$ cat config.mk
export PLATFORM = sky130hd
export DESIGN_NAME = bus_arb8_flat
export DESIGN_NICKNAME = d
export VERILOG_FILES = /design/src/rtl/bus_arb8_if.sv /design/src/rtl/bus_arb8.sv /design/src/flat_wrapper.sv
export SDC_FILE = /design/constraint.sdc
export NUM_CORES = 1
export LEC_CHECK = 0
export ABC_AREA = 1
export CAP_MARGIN = 30
export CORE_MARGIN = 4
export CORE_UTILIZATION = 54
export DETAILED_ROUTE_END_ITERATION = 16
export GPL_TIMING_DRIVEN = 0
export PLACE_DENSITY = 0.85
export REMOVE_ABC_BUFFERS = 1
export SLEW_MARGIN = 20
export SYNTH_ARGS = -nofsm -noshare
export SYNTH_HDL_FRONTEND = slang
export SYNTH_SLANG_ARGS = --single-unit
$ cat constraint.sdc
create_clock -name clk -period 3.7 [get_ports clk]
set_input_delay 1.11 -clock clk [delete_from_list [all_inputs] [get_ports clk]]
set_output_delay 1.11 -clock clk [all_outputs]
set_load 0.01 [all_outputs]
$ cat src/rtl/bus_arb8_if.sv
// Request/grant bundle between eight requesting units and the bus arbiter.
// Latency: none, plain wires.
// Backpressure: none; a requester simply holds req until it sees its gnt bit.
interface bus_arb8_if;
    logic [7:0] req;   // bit i: source i wants the shared mux
    logic       done;  // current owner ends its tenure this cycle
    logic [7:0] gnt;   // one-hot grant, zero when idle
    logic [2:0] sel;   // mux select: index of current/last owner
    logic       busy;  // a grant is active

    // Requester side: drives requests/done, observes grant state.
    modport master (
        output req,
        output done,
        input  gnt,
        input  sel,
        input  busy
    );

    // Arbiter side.
    modport slave (
        input  req,
        input  done,
        output gnt,
        output sel,
        output busy
    );
endinterface

$ cat src/rtl/bus_arb8.sv
// Round-robin arbiter for an 8-source shared datapath mux, with a tenure limit.
// Latency: request to grant one edge; hand-over happens on the releasing edge, no idle bubble.
// Backpressure: requesters hold req until granted; a tenure ends on done, req drop, or MAX_HOLD cycles.
module bus_arb8 #(
    parameter int unsigned MAX_HOLD = 16   // 0 = unlimited tenure, else 1..255
) (
    input  logic       clk,
    input  logic       rst,
    bus_arb8_if.slave  bus
);

    typedef enum logic {
        IDLE  = 1'b0,
        GRANT = 1'b1
    } state_t;

    // Last value hold_q reaches before a forced release; unused when MAX_HOLD is 0.
    localparam logic [7:0] HOLD_LAST = 8'(MAX_HOLD - 1);

    state_t     state_q, state_d;
    logic [2:0] ptr_q, ptr_d;
    logic [2:0] owner_q, owner_d;
    logic [7:0] hold_q, hold_d;
    logic [7:0] gnt_q, gnt_d;

    logic [2:0] search_base;
    logic [2:0] search_idx;
    logic [2:0] cand;
    logic       search_vld;
    logic       limit_hit;
    logic       release_w;

    // Release conditions for the current owner; other sources' req bits play no part.
    always_comb begin
        limit_hit = (MAX_HOLD != 0) && (hold_q == HOLD_LAST);
        release_w = bus.done || !bus.req[owner_q] || limit_hit;
    end

    // Priority search from the base index upward with wrap; in GRANT the base is owner+1
    // so a hand-over can be resolved in the same cycle the release is seen.
    always_comb begin
        search_base = (state_q == GRANT) ? 3'(owner_q + 3'd1) : ptr_q;
        search_vld  = 1'b0;
        search_idx  = search_base;
        cand        = search_base;
        for (int k = 0; k < 8; k++) begin
            cand = 3'(search_base + 3'(k));
            if (!search_vld && bus.req[cand]) begin
                search_vld = 1'b1;
                search_idx = cand;
            end
        end
    end

    // Next-state logic: grant from idle, extend tenure, or release and hand over.
    always_comb begin
        state_d = state_q;
        ptr_d   = ptr_q;
        owner_d = owner_q;
        hold_d  = hold_q;
        case (state_q)
            IDLE: begin
                // done is meaningless without an owner, so only req matters here.
                if (search_vld) begin
                    state_d = GRANT;
                    owner_d = search_idx;
                    hold_d  = 8'd0;
                end
            end
            GRANT: begin
                if (release_w) begin
                    ptr_d = 3'(owner_q + 3'd1);
                    if (search_vld) begin
                        owner_d = search_idx;
                        hold_d  = 8'd0;
                    end else begin
                        state_d = IDLE;
                    end
                end else begin
                    hold_d = 8'(hold_q + 8'd1);
                end
            end
            default: begin
                state_d = IDLE;
            end
        endcase
        gnt_d = (state_d == GRANT) ? (8'b1 << owner_d) : 8'h00;
    end

    // State and output registers; reset clears grant asynchronously.
    always_ff @(posedge clk or posedge rst) begin
        if (rst) begin
            state_q <= IDLE;
            ptr_q   <= 3'd0;
            owner_q <= 3'd0;
            hold_q  <= 8'd0;
            gnt_q   <= 8'h00;
        end else begin
            state_q <= state_d;
            ptr_q   <= ptr_d;
            owner_q <= owner_d;
            hold_q  <= hold_d;
            gnt_q   <= gnt_d;
        end
    end

    // Outputs come straight from registers; sel keeps the last owner while idle.
    always_comb begin
        bus.gnt  = gnt_q;
        bus.sel  = owner_q;
        bus.busy = (state_q == GRANT);
    end

endmodule

$ cat src/flat_wrapper.sv
// flat-port wrapper written by rule: the top's interface ports become plain ports
module bus_arb8_flat 
#(
    parameter int unsigned MAX_HOLD = 16                                       
)
  (clk, rst, bus_req, bus_done, bus_gnt, bus_sel, bus_busy);
  bus_arb8_if bus_i ();
  input  logic clk;
  input  logic rst;
  input wire logic [$bits(bus_i.req)-1:0] bus_req;
  input wire logic [$bits(bus_i.done)-1:0] bus_done;
  output wire logic [$bits(bus_i.gnt)-1:0] bus_gnt;
  output wire logic [$bits(bus_i.sel)-1:0] bus_sel;
  output wire logic [$bits(bus_i.busy)-1:0] bus_busy;
  assign bus_i.req = bus_req;
  assign bus_i.done = bus_done;
  assign bus_gnt = bus_i.gnt;
  assign bus_sel = bus_i.sel;
  assign bus_busy = bus_i.busy;
  bus_arb8 #(.MAX_HOLD(MAX_HOLD)) u_core (.clk(clk), .rst(rst), .bus(bus_i));
endmodule
# Word level (Yosys, flattened, before mapping)
# Index checks and enable logic that the tools add are counted.
[totals]
register_bits = 23
out_inout_bits = 12
[classes]
n_addsub = 9
magnitude_cmp = 9
n_eq_ne = 1
shift = 1
n_mux = 44
bitwise_logic = 1
n_reduce_logical = 18
[op_table]
columns = ["op", "n"]
rows = [
  ["$lt A3 B4 Y1 const B", 9],
  ["$mux W3", 10],
  ["$bmux W1 S3", 9],
  ["$mux W8", 3],
  ["$mux W1", 19],
  ["$pmux W8 S2", 1],
  ["$add A3 B3 Y3 const B", 4],
  ["$add A8 B1 Y8 const B", 1],
  ["$eq A8 B4 Y1 const B", 1],
  ["$logic_not A1 Y1", 8],
  ["$shl A1 B3 Y8 const A", 1],
  ["$logic_and A1 B1 Y1", 7],
  ["$add A3 B1 Y3 const B", 2],
  ["$add A3 B2 Y3 const B", 2],
  ["$pmux W3 S2", 1],
  ["$logic_or A1 B1 Y1", 2],
  ["$pmux W1 S2", 1],
  ["$reduce_and A2 Y1", 1],
  ["$not A1 Y1", 1],
]

# Longest topological paths before layout
# Gate-level depths: netlist of run 1.
[logic_depth]
ltp_word = 31
ltp_mapped = 23
ltp_nobuf = 22

# Worst setup path after synthesis of run 1
# OpenSTA, ideal clock, no wires.
[synth_path]
path_kind = "flip-flop to flip-flop"
from = "reg u_core.owner_q[0] (netlist: u_core.bus.sel[0])"
to = "reg u_core.gnt_q[4] (netlist: u_core.bus.gnt[4])"
t_arrival_ps = 2677
required_ps = 3579
path_slack_ps = 902
stages_incl_launch_ff = 21
path_buffers = 1
synth_period_minus_slack_ps = 2798
path_cell_list = "dfrtp_1 ha_1 nand2_1 nand2_2 buf_6 ha_1 inv_1 nand3_1 nand2_1 nand2_1 nand2_1 nor2_4 nand4_4 nor2_4 nand3_2 nand2_4 a21oi_1 nand2_2 nand2_2 nand2_1 nor2_1"
[synth_via]
elab_chain_len = 31
[synth_rtl]
columns = ["element", "line_no", "text"]
rows = [
  ["start, declared", "bus_arb8.sv:22", "logic [2:0] owner_q, owner_d;"],
  ["start signal, assigned", "bus_arb8.sv:101", "owner_q <= owner_d;"],
  ["branches (longest 30 deep; another with $add A3 B1 Y3)", "n/a", ""],
  ["$mux W8 *", "bus_arb8.sv:87", "gnt_d = (state_d == GRANT) ? (8'b1 << owner_d) : 8'h00;"],
  ["via u_core.gnt_d[4]", "bus_arb8.sv:24", "logic [7:0] gnt_q, gnt_d;"],
  ["end signal, assigned", "bus_arb8.sv:103", "gnt_q <= gnt_d;"],
  ["end, declared", "bus_arb8.sv:24", ""],
]
# Mark *: on every way through the listed nets, which the timed path passes. The select of a mux whose other input is x is not followed.
# A chain may end at the register's enable or synchronous reset.

# Final worst setup path of run 1
[layout_path]
from = "reg u_core.owner_q[0] (netlist: u_core.bus.sel[0])"
to = "reg u_core.gnt_q[6] (netlist: u_core.bus.gnt[6])"
# The elaborated chain is that of the path after synthesis.

==> run_results.csv, run 1 <==
group,metric,value,unit
yosys,synthCells,340,
route,drc,0,
clocking,cts_tree,"done",
yosys,yosys-top-cells-count,"120 x nand2_1, 60 x nand3_1, 32 x inv_1",
worst_setup_path,cp_max_fo,14,
floorplanning,pin_count,23,
yosys,ys.warnings.count,0,
worst_setup_path,slowest_stage,"dfrtp_2",
route,wl,5.12,mm
run,max_cap_violations,0,
yosys,syn_avg_cell_area,6.27,um^2
outcome,status,"complete, no violations",
yosys,yosysMostFrequentCell,"nand2_1",
timing,hold_ws,489,ps
global_route,grt_first_pass_wirelength,9.28,mm
global_route,grt_pass1_vias,2057,
floorplanning,row_count,22,
clocking,cts-root-buf,"clkbuf_8",
worst_setup_path,critPathMaxStageDelay,510,ps
yosys,synth_enable_flop_cells,0,
layout,insertedDiodeCount,0,
placement,gp_congestion,0.948,
clocking,ctsHoldBuffers,0,
global_route,gr-total-overflow,0,
floorplanning,die_w,70.8,um
timing,setup_violations,0,
floorplanning,die_y,70.8,um
timing,final_max_slew_viol_count,0,
yosys,syn_area,2130,um^2
clocking,clock_latency,260,ps
timing,relSlewSlack,0.466,
global_route,antenna_found_initial,0,
timing,setup-tns-final,0,ps
worst_setup_path,end_kind,"flip-flop",
worst_setup_path,startpoint_type,"flip-flop",
clocking,clk_pin_slew_worst_paths,80,ps
worst_setup_path,crit_type,"flip-flop to flip-flop",
worst_setup_path,critPathArrivalTime,3520,ps
route,firstDrtPassIters,7,
worst_setup_path,cp.required,3850,ps
yosys,synth-seq-cells,23,
layout,finalNetCount,376,
hold_path,min-delay-path-class,"flip-flop to flip-flop",
clocking,clock-sinks,23,
route,vias_per_cell,5.33,
yosys,ys.flop_type,"dfrtp_1",
timing,fin_crit,3370,ps
global_route,grt_start_max_net_pins,24,
clocking,cts_max_path_buffers,2,
layout,finish.utilization,0.641,
global_route,grt_util_all_layers,0.223,
timing,fin_crit_sh,0.910,
floorplanning,die-area,5020,um^2
route,ant_nets,0,
yosys,synth.distinct_cells,28,
placement,hpwl,4.02,mm
timing,fmaxAchievable,0.297,GHz
timing,tightest_slew,800,ps
route,drtIter0Drc,180,
layout,drive_above_1_share,0.125,
yosys,yosysTopAreaCellShare,0.270,
placement,io_buffers,22,
yosys,synthTopCellsByArea,"dfrtp_1 27%, nand2_1 21%, nand3_1 14%",
route,wire_per_inst,12.5,um
worst_setup_path,cp_cell_sequence,"ha_1 -> nand2_1 -> nand2_2 -> ha_1 -> inv_1 -> nand3_1 -> nand2_1 -> nand2_1 -> nand2_1 -> nor2_4 -> nand4_4 -> nor2_4 -> nand3_2 -> nand2_4 -> inv_2 -> nand3_1 -> nand2_1 -> nand3_1 -> nor2_1",
yosys,ys_seq_area_frac,0.270,
yosys,yosys.area.top_type,"dfrtp_1",
timing,rsz0062_at_grt,"false",
layout,area_growth,12.6,%
route,vias,2181,
worst_setup_path,critPathMostFrequentCell,"nand2_1",
timing,clock_skew,3.87,ps
yosys,async_flop_share,1.00,
floorplanning,start_util,0.570,
clocking,h-tree-depth,1,
layout,final.fill_count,355,
clocking,numCtsBuffers,3,
timing,hold_viol,0,
floorplanning,coreArea,3740,um^2
critical path, delay by kind of cell (launching register included):
kind | cells | cell delay [ps]
buf+inv | 2 | 210
flops | 1 | 510
fa+ha+maj | 2 | 790
simple gates | 15 | 1740
cells in the final DEF, fill, tap and decap left out, types with 3 or more instances in the layout:
cell / synthesis / layout
nand2_2: 18 / 18
clkdlybuf4s50_1: 0 / 22
nand2_1: 120 / 120
nand2_4: 5 / 5
nor2_2: 4 / 4
inv_2: 5 / 5
nor2_1: 25 / 25
inv_1: 32 / 32
dfrtp_1: 23 / 22
clkbuf_8: 0 / 3
a21oi_1: 12 / 12
nand3_2: 3 / 3
nand3_1: 60 / 60
o21ai_0: 10 / 10
ha_1: 3 / 3
registers in the layout, summed over array words and instances (netlist names):
| signal | count |
|---|---|
| u_core.bus.busy | 1 |
| u_core.bus.gnt | 8 |
| u_core.bus.sel | 3 |
| u_core.hold_q | 8 |
| u_core.ptr_q | 3 |
routing by layer:
| metal | up-vias | routed length (um) | track usage |
|---|---|---|---|
| met5 | - | 0 | 0 |
| met4 | 0 | 136 | 0.0939 |
| met3 | 14 | 242 | 0.0256 |
| met2 | 69 | 2450 | 0.354 |
| met1 | 966 | 2290 | 0.307 |
| li1 | 1132 | - | - |
stage by stage:
stage	std cells	cell area [um^2]	worst slack [ps]
3_5_place_dp	405	2350	302
2_1_floorplan	335	2070	822
4_1_cts	409	2400	266
5_1_grt	409	2400	18.1
6_report	409	2400	335
3_3_place_gp	405	2350	328
cell families (layout without fill, tap and decap cells):
family / after synthesis / count (layout) / synth area share
xor+xnor: 1 / 1 / 0.00411
simple gates: 242 / 242 / 0.540
buf+inv: 43 / 64 / 0.0980
compound gates: 28 / 28 / 0.0704
fa+ha+maj: 3 / 3 / 0.0176
flops: 23 / 23 / 0.270
area by class of cell:
class,count,area [um^2],area share
Clock buffer,3,41.3,0.0172
Clock inverter,1,5.00,0.00208
Inverter,38,150,0.0625
Multi-Input combinational cell,274,1350,0.561
Sequential cell,23,577,0.240
Tap cell,48,60.1,0.0250
Timing Repair Buffer,22,220,0.0917
worst paths after layout:
check                                             from                     endpoint  slack, ps  depth (start not counted)
max                        u_core.bus.sel[0]$_DFF_PP0_  u_core.bus.gnt[6]$_DFF_PP0_        330                         19
min                         u_core.hold_q[7]$_DFF_PP0_   u_core.hold_q[7]$_DFF_PP0_        490                          1
max reg2reg                u_core.bus.sel[0]$_DFF_PP0_  u_core.bus.gnt[6]$_DFF_PP0_        330                         19
min reg2reg                 u_core.hold_q[7]$_DFF_PP0_   u_core.hold_q[7]$_DFF_PP0_        490                          1
max in group asynchronous                          rst  u_core.bus.sel[0]$_DFF_PP0_       1860                          2
min in group asynchronous                          rst  u_core.bus.gnt[2]$_DFF_PP0_       1290                          2
what timing repair did:
| item | in CTS | in global routing |
|---|---|---|
| buffers inserted | 0 | 0 |
| endpoints found under the setup margin | 0 | 8 |
| gates resized for setup | 0 | 1 |
Power of run 1 is not shown: default switching activity piles up to over one toggle a cycle in this logic, so the estimate is an artifact.
==> run 2: changes to the inputs <==
- CORE_UTILIZATION: 54 -> 45
- PLACE_DENSITY: 0.85 -> 0.64
==> run_results.csv, run 2 (same netlist as run 1, synthesis figures left out) <==
group,metric,value,unit
outcome,status,"complete, no violations",
worst_setup_path,critPathMaxStageDelay,510,ps
layout,insertedDiodeCount,0,
global_route,grt_first_pass_wirelength,9.31,mm
clocking,cts_tree,"done",
placement,gp_congestion,0.880,
clocking,clk_pin_slew_worst_paths,90,ps
clocking,clock-sinks,23,
floorplanning,die_y,76.8,um
clocking,clock_latency,270,ps
worst_setup_path,cp_max_fo,14,
global_route,antenna_found_initial,0,
route,firstDrtPassIters,4,
layout,most-common-layout-cells,"120 x nand2_1, 60 x nand3_1, 32 x inv_1, 25 x nor2_1",
floorplanning,row_count,24,
worst_setup_path,cp_cell_sequence,"ha_1 -> nand2_1 -> nand2_2 -> ha_1 -> inv_1 -> nand3_1 -> nand2_1 -> nand2_1 -> nand2_1 -> nor2_4 -> nand4_4 -> nor2_4 -> nand3_2 -> nand2_4 -> inv_2 -> nand3_1 -> nand2_2 -> nand3_1 -> nor2_1",
floorplanning,pin_count,23,
timing,relSlewSlack,0.439,
placement,hpwl,4.25,mm
timing,fin_crit,3360,ps
timing,tightest_slew,840,ps
route,drc,0,
timing,hold_viol,0,
timing,rsz0062_at_grt,"false",
route,vias,2134,
worst_setup_path,cp-startpoint,"u_core.bus.sel[0]$_DFF_PP0_",
floorplanning,coreArea,4470,um^2
timing,setup_slack,335,ps
layout,finish.utilization,0.538,
timing,clock_skew,11.2,ps
route,ant_nets,0,
timing,fin_crit_sh,0.909,
run,max_cap_violations,0,
clocking,cts_setup_buffers,0,
route,vias_per_cell,5.17,
worst_setup_path,slowest_stage,"dfrtp_2",
worst_setup_path,critPathArrivalTime,3530,ps
clocking,numCtsBuffers,3,
layout,finalNetCount,376,
placement,dpl_worst_slack,251,ps
clocking,cts-root-buf,"clkbuf_8",
layout,multiInputGateArea,1350,um^2
route,drtIter0Drc,152,
worst_setup_path,path_buf_inv,2,
worst_setup_path,crit_type,"flip-flop to flip-flop",
clocking,h-tree-depth,1,
floorplanning,die-area,5900,um^2
route,wire_per_inst,13.0,um
global_route,grt_pass1_vias,2031,
global_route,grt_util_all_layers,0.191,
worst_setup_path,startpoint_type,"flip-flop",
floorplanning,die_w,76.8,um
placement,io_buffers,22,
route,wl,5.36,mm
hold_path,min-delay-path-class,"flip-flop to flip-flop",
worst_setup_path,cp_top_family,"simple AND/OR/NAND/NOR gates",
timing,setup_violations,0,
timing,setup-tns-final,0,ps
worst_setup_path,critPathMostFrequentCell,"nand2_1",
worst_setup_path,r2r-start,"u_core.bus.sel[0]$_DFF_PP0_",
layout,area_growth,12.9,%
layout,ff_latch_area,577,um^2
global_route,gr-total-overflow,0,
global_route,grt_start_max_net_pins,24,
worst_setup_path,end_kind,"flip-flop",
layout,final_common_cell,"nand2_1",
worst_setup_path,cp.required,3870,ps
layout,final.fill_count,454,
layout,drive_above_1_share,0.125,
clocking,cts_max_path_buffers,2,
timing,final_max_slew_viol_count,0,
hold_path,hold_start,"u_core.hold_q[7]$_DFF_PP0_",
timing,fmaxAchievable,0.297,GHz
floorplanning,start_util,0.477,
-- run 2: cell counts in the layout (fill, tap and decap cells not counted) --
Identical to the previous run, type by type.
-- run 2: timing repair --
| action | in CTS | in global routing |
|---|---|---|
| hold buffers | 0 | 0 |
| resized for setup | 0 | 1 |
| setup endpoints to repair | 0 | 8 |
-- run 2: layout make-up --
| class | instances | area share |
|---|---|---|
| clock inverter | 1 | 0.00208 |
| timing repair buffer | 22 | 0.0915 |
| inverter | 38 | 0.0624 |
| tap | 52 | 0.0270 |
| clock buffer | 3 | 0.0172 |
| sequential | 23 | 0.240 |
| multi-input combinational | 274 | 0.560 |
-- run 2: stage by stage --
stage	instances	hold WS, ps	cell area (um^2)
2_1_floorplan	335	446	2070
3_3_place_gp	409	465	2360
3_5_place_dp	409	467	2360
4_1_cts	413	481	2400
5_1_grt	413	511	2410
6_report	413	483	2410
-- run 2: final timing paths --
kind,endpoint,slack (ps),cells past startpoint
min,u_core.hold_q[7]$_DFF_PP0_,480,1
min in group asynchronous,u_core.bus.gnt[0]$_DFF_PP0_,1300,2
max in group asynchronous,u_core.bus.sel[0]$_DFF_PP0_,1830,2
max reg2reg,u_core.bus.gnt[7]$_DFF_PP0_,340,19
max,u_core.bus.gnt[7]$_DFF_PP0_,340,19
min reg2reg,u_core.hold_q[7]$_DFF_PP0_,480,1
-- run 2: metal layers --
| layer | GRT usage | up-vias | wire length [um] |
|---|---|---|---|
| li1 | - | 1136 | - |
| met1 | 0.243 | 960 | 2530 |
| met2 | 0.342 | 32 | 2630 |
| met3 | 0.0152 | 6 | 130 |
| met4 | 0.0580 | 0 | 73 |
| met5 | 0 | - | 0 |
Power of run 2 is left out for the same reason.
==> RTL change (settings of run 1) <==
`MAX_HOLD` is set to 16 in 2 places; all go to 8.
--- a/src/rtl/bus_arb8.sv
+++ b/src/rtl/bus_arb8.sv
@@ -3,5 +3,5 @@
 // Backpressure: requesters hold req until granted; a tenure ends on done, req drop, or MAX_HOLD cycles.
 module bus_arb8 #(
-    parameter int unsigned MAX_HOLD = 16   // 0 = unlimited tenure, else 1..255
+    parameter int unsigned MAX_HOLD = 8   // 0 = unlimited tenure, else 1..255
 ) (
     input  logic       clk,
--- a/src/flat_wrapper.sv
+++ b/src/flat_wrapper.sv
@@ -2,5 +2,5 @@
 module bus_arb8_flat 
 #(
-    parameter int unsigned MAX_HOLD = 16                                       
+    parameter int unsigned MAX_HOLD = 8                                       
 )
   (clk, rst, bus_req, bus_done, bus_gnt, bus_sel, bus_busy);
Formal check against the unedited RTL: not equivalent (Yosys sat finds a counterexample within 10 cycles, from zero or initial values and one cycle with rst high).
==> RTL change against run 1 <==
Routed wire length grew 6.3%; area after synthesis up 7.2%; setup slack got worse by 0.028 ns; final area grew 5.5%; sequential cell count did not move; cell count increased by 3.2%; utilization decreased by 1.7 points; critical path type unchanged; highest routed layer unchanged.
Power is left out: the tool's default activity adds up to more than one toggle a clock period on the data nets, which glitch-free logic cannot reach.
==> RTL change: results (changes against run 1) <==
sequential cell area fraction in the yosys report = 25.2% (was 27.0%)
number of global-route vias before repair = 2126 (was 2057)
clk buf depth = 2 (unchanged)
Routed WL per cell = 12.9 µm (was 12.5 µm)
Worst Hold Launch = u_core.hold_q[7] (unchanged)
Buffers on Ports = 22 (unchanged)
1st-iter DRT viols = 303 (was 180)
initial antenna violation count = 0 (unchanged)
via count = 2294 (was 2181)
Worst Clk Skew = 0.00506 ns (was 0.00387 ns)
slowest library cell on the worst path = dfrtp_1 (was dfrtp_2)
top cells by area, synth = dfrtp_1, nand2_1, nand3_1 (unchanged)
R2R Setup Slk = 0.31 ns (was 0.33 ns)
Worst-Skew Late Latency = 0.26 ns (about the same)
RD Place Congestion = 0.870 (was 0.948)
share of layout cells above drive strength 1 = 14.2% (was 12.5%)
synth cell count leaders = nand2_1, nand3_1, inv_1 (unchanged)
Root Buffer = clkbuf_8 (unchanged)
fillcell total = 372 (was 355)
HPWL Detailed = 4350 µm (was 4020 µm)
Worst-Margin Slew = 0.849 ns (was 0.800 ns)
reg2reg path depth = 15 (was 19)
Netlist cell types = 30 (was 28)
CTS resizes = 0 (unchanged)
first-pass GRT wire length = 9720 µm (was 9280 µm)
HP Class = reg2reg (unchanged)
largest stage delay on the critical path = 0.49 ns (was 0.51 ns)
outcome = complete, no violations (unchanged)
overall global routing resource usage = 22.6% (was 22.3%)
NumNets Final = 387 (was 376)
Pre-antenna DRT Iters = 5 (was 7)
WP data arrival = 3.54 ns (was 3.52 ns)
FF-to-FF End = u_core.bus.gnt[7] (was u_core.bus.gnt[6])
-- RTL change: changes by cell type in the layout (fill, tap and decap cells not counted), moves of 2 or more --
cell	change
a21oi_1	-6
inv_1	-2
nand2_1	-16
nand2_2	+5
nand2_4	+2
nand3_1	+11
nand4_1	+5
nor2_2	-3
nor3_1	+5
o21ai_0	+4
o21ai_1	+2
-- RTL change: cell families (layout without fill, tap and decap cells) --
group,count (synthesis),count (layout),synth area share (%)
AOI/OAI and AO/OA,29,29,7.34
xor gates and xnor gates,1,1,0.383
adders and majority gates,3,3,1.64
buffers and inverters,44,63,9.75
DFF,23,23,25.2
and+or+nand+nor,253,253,55.7
-- RTL change: layout make-up --
class,instances,area [µm²],share of cell area (%)
tap,50,62.6,2.47
multi-input combinational,286,1490,58.7
sequential,23,576,22.7
clock buffer,4,45.0,1.78
inverter,37,144,5.68
timing repair buffer,22,220,8.69
-- RTL change: worst max-delay path by stage --
stage,endpoint,depth (start not counted),start
global route,u_core.hold_q[7],14,bus_req[3]
CTS,u_core.hold_q[7],14,bus_req[1]
detailed placement,u_core.hold_q[7],14,bus_req[1]
global placement,u_core.hold_q[7],14,bus_req[3]
floorplan,u_core.bus.gnt[0],19,u_core.bus.sel[0]
finish,u_core.bus.gnt[7],15,u_core.bus.sel[0]
-- RTL change: per-layer routing --
layer | vias to the layer above | GRT usage, % | part of all wire, %
met2 | 60 | 38.4 | 50
met5 | - | 0 | 0
met4 | 0 | 6.97 | 1.4
met1 | 1029 | 30.3 | 45
met3 | 11 | 1.65 | 3.8
li1 | 1194 | - | -
-- RTL change: worst reg2reg max path, stage by stage, from the launching register on --
cell	delay, ns
dfrtp_1	0.49
ha_1	0.36
nand2_1	0.12
o21ai_4	0.15
ha_1	0.48
inv_1	0.16
nand3_1	0.11
nand2_1	0.08
o21ai_1	0.34
inv_1	0.19
nor2_4	0.20
nand3_4	0.10
nor2_2	0.18
inv_1	0.10
nand3_1	0.17
nor2_1	0.08
-- RTL change: metrics by stage --
| stage | setup slack (ns) | cell area [µm²] | instances | utilization [%] | hold slack (ns) |
|---|---|---|---|---|---|
| 2_1_floorplan | 0.881 | 2210 | 346 | - | 0.446 |
| 3_3_place_gp | 0.243 | 2490 | 418 | 61.3 | 0.466 |
| 3_5_place_dp | 0.109 | 2490 | 418 | 61.3 | 0.487 |
| 4_1_cts | 0.342 | 2530 | 422 | 62.4 | 0.506 |
| 5_1_grt | 0.0318 | 2530 | 422 | 62.4 | 0.534 |
| 6_report | 0.307 | 2530 | 422 | 62.4 | 0.500 |
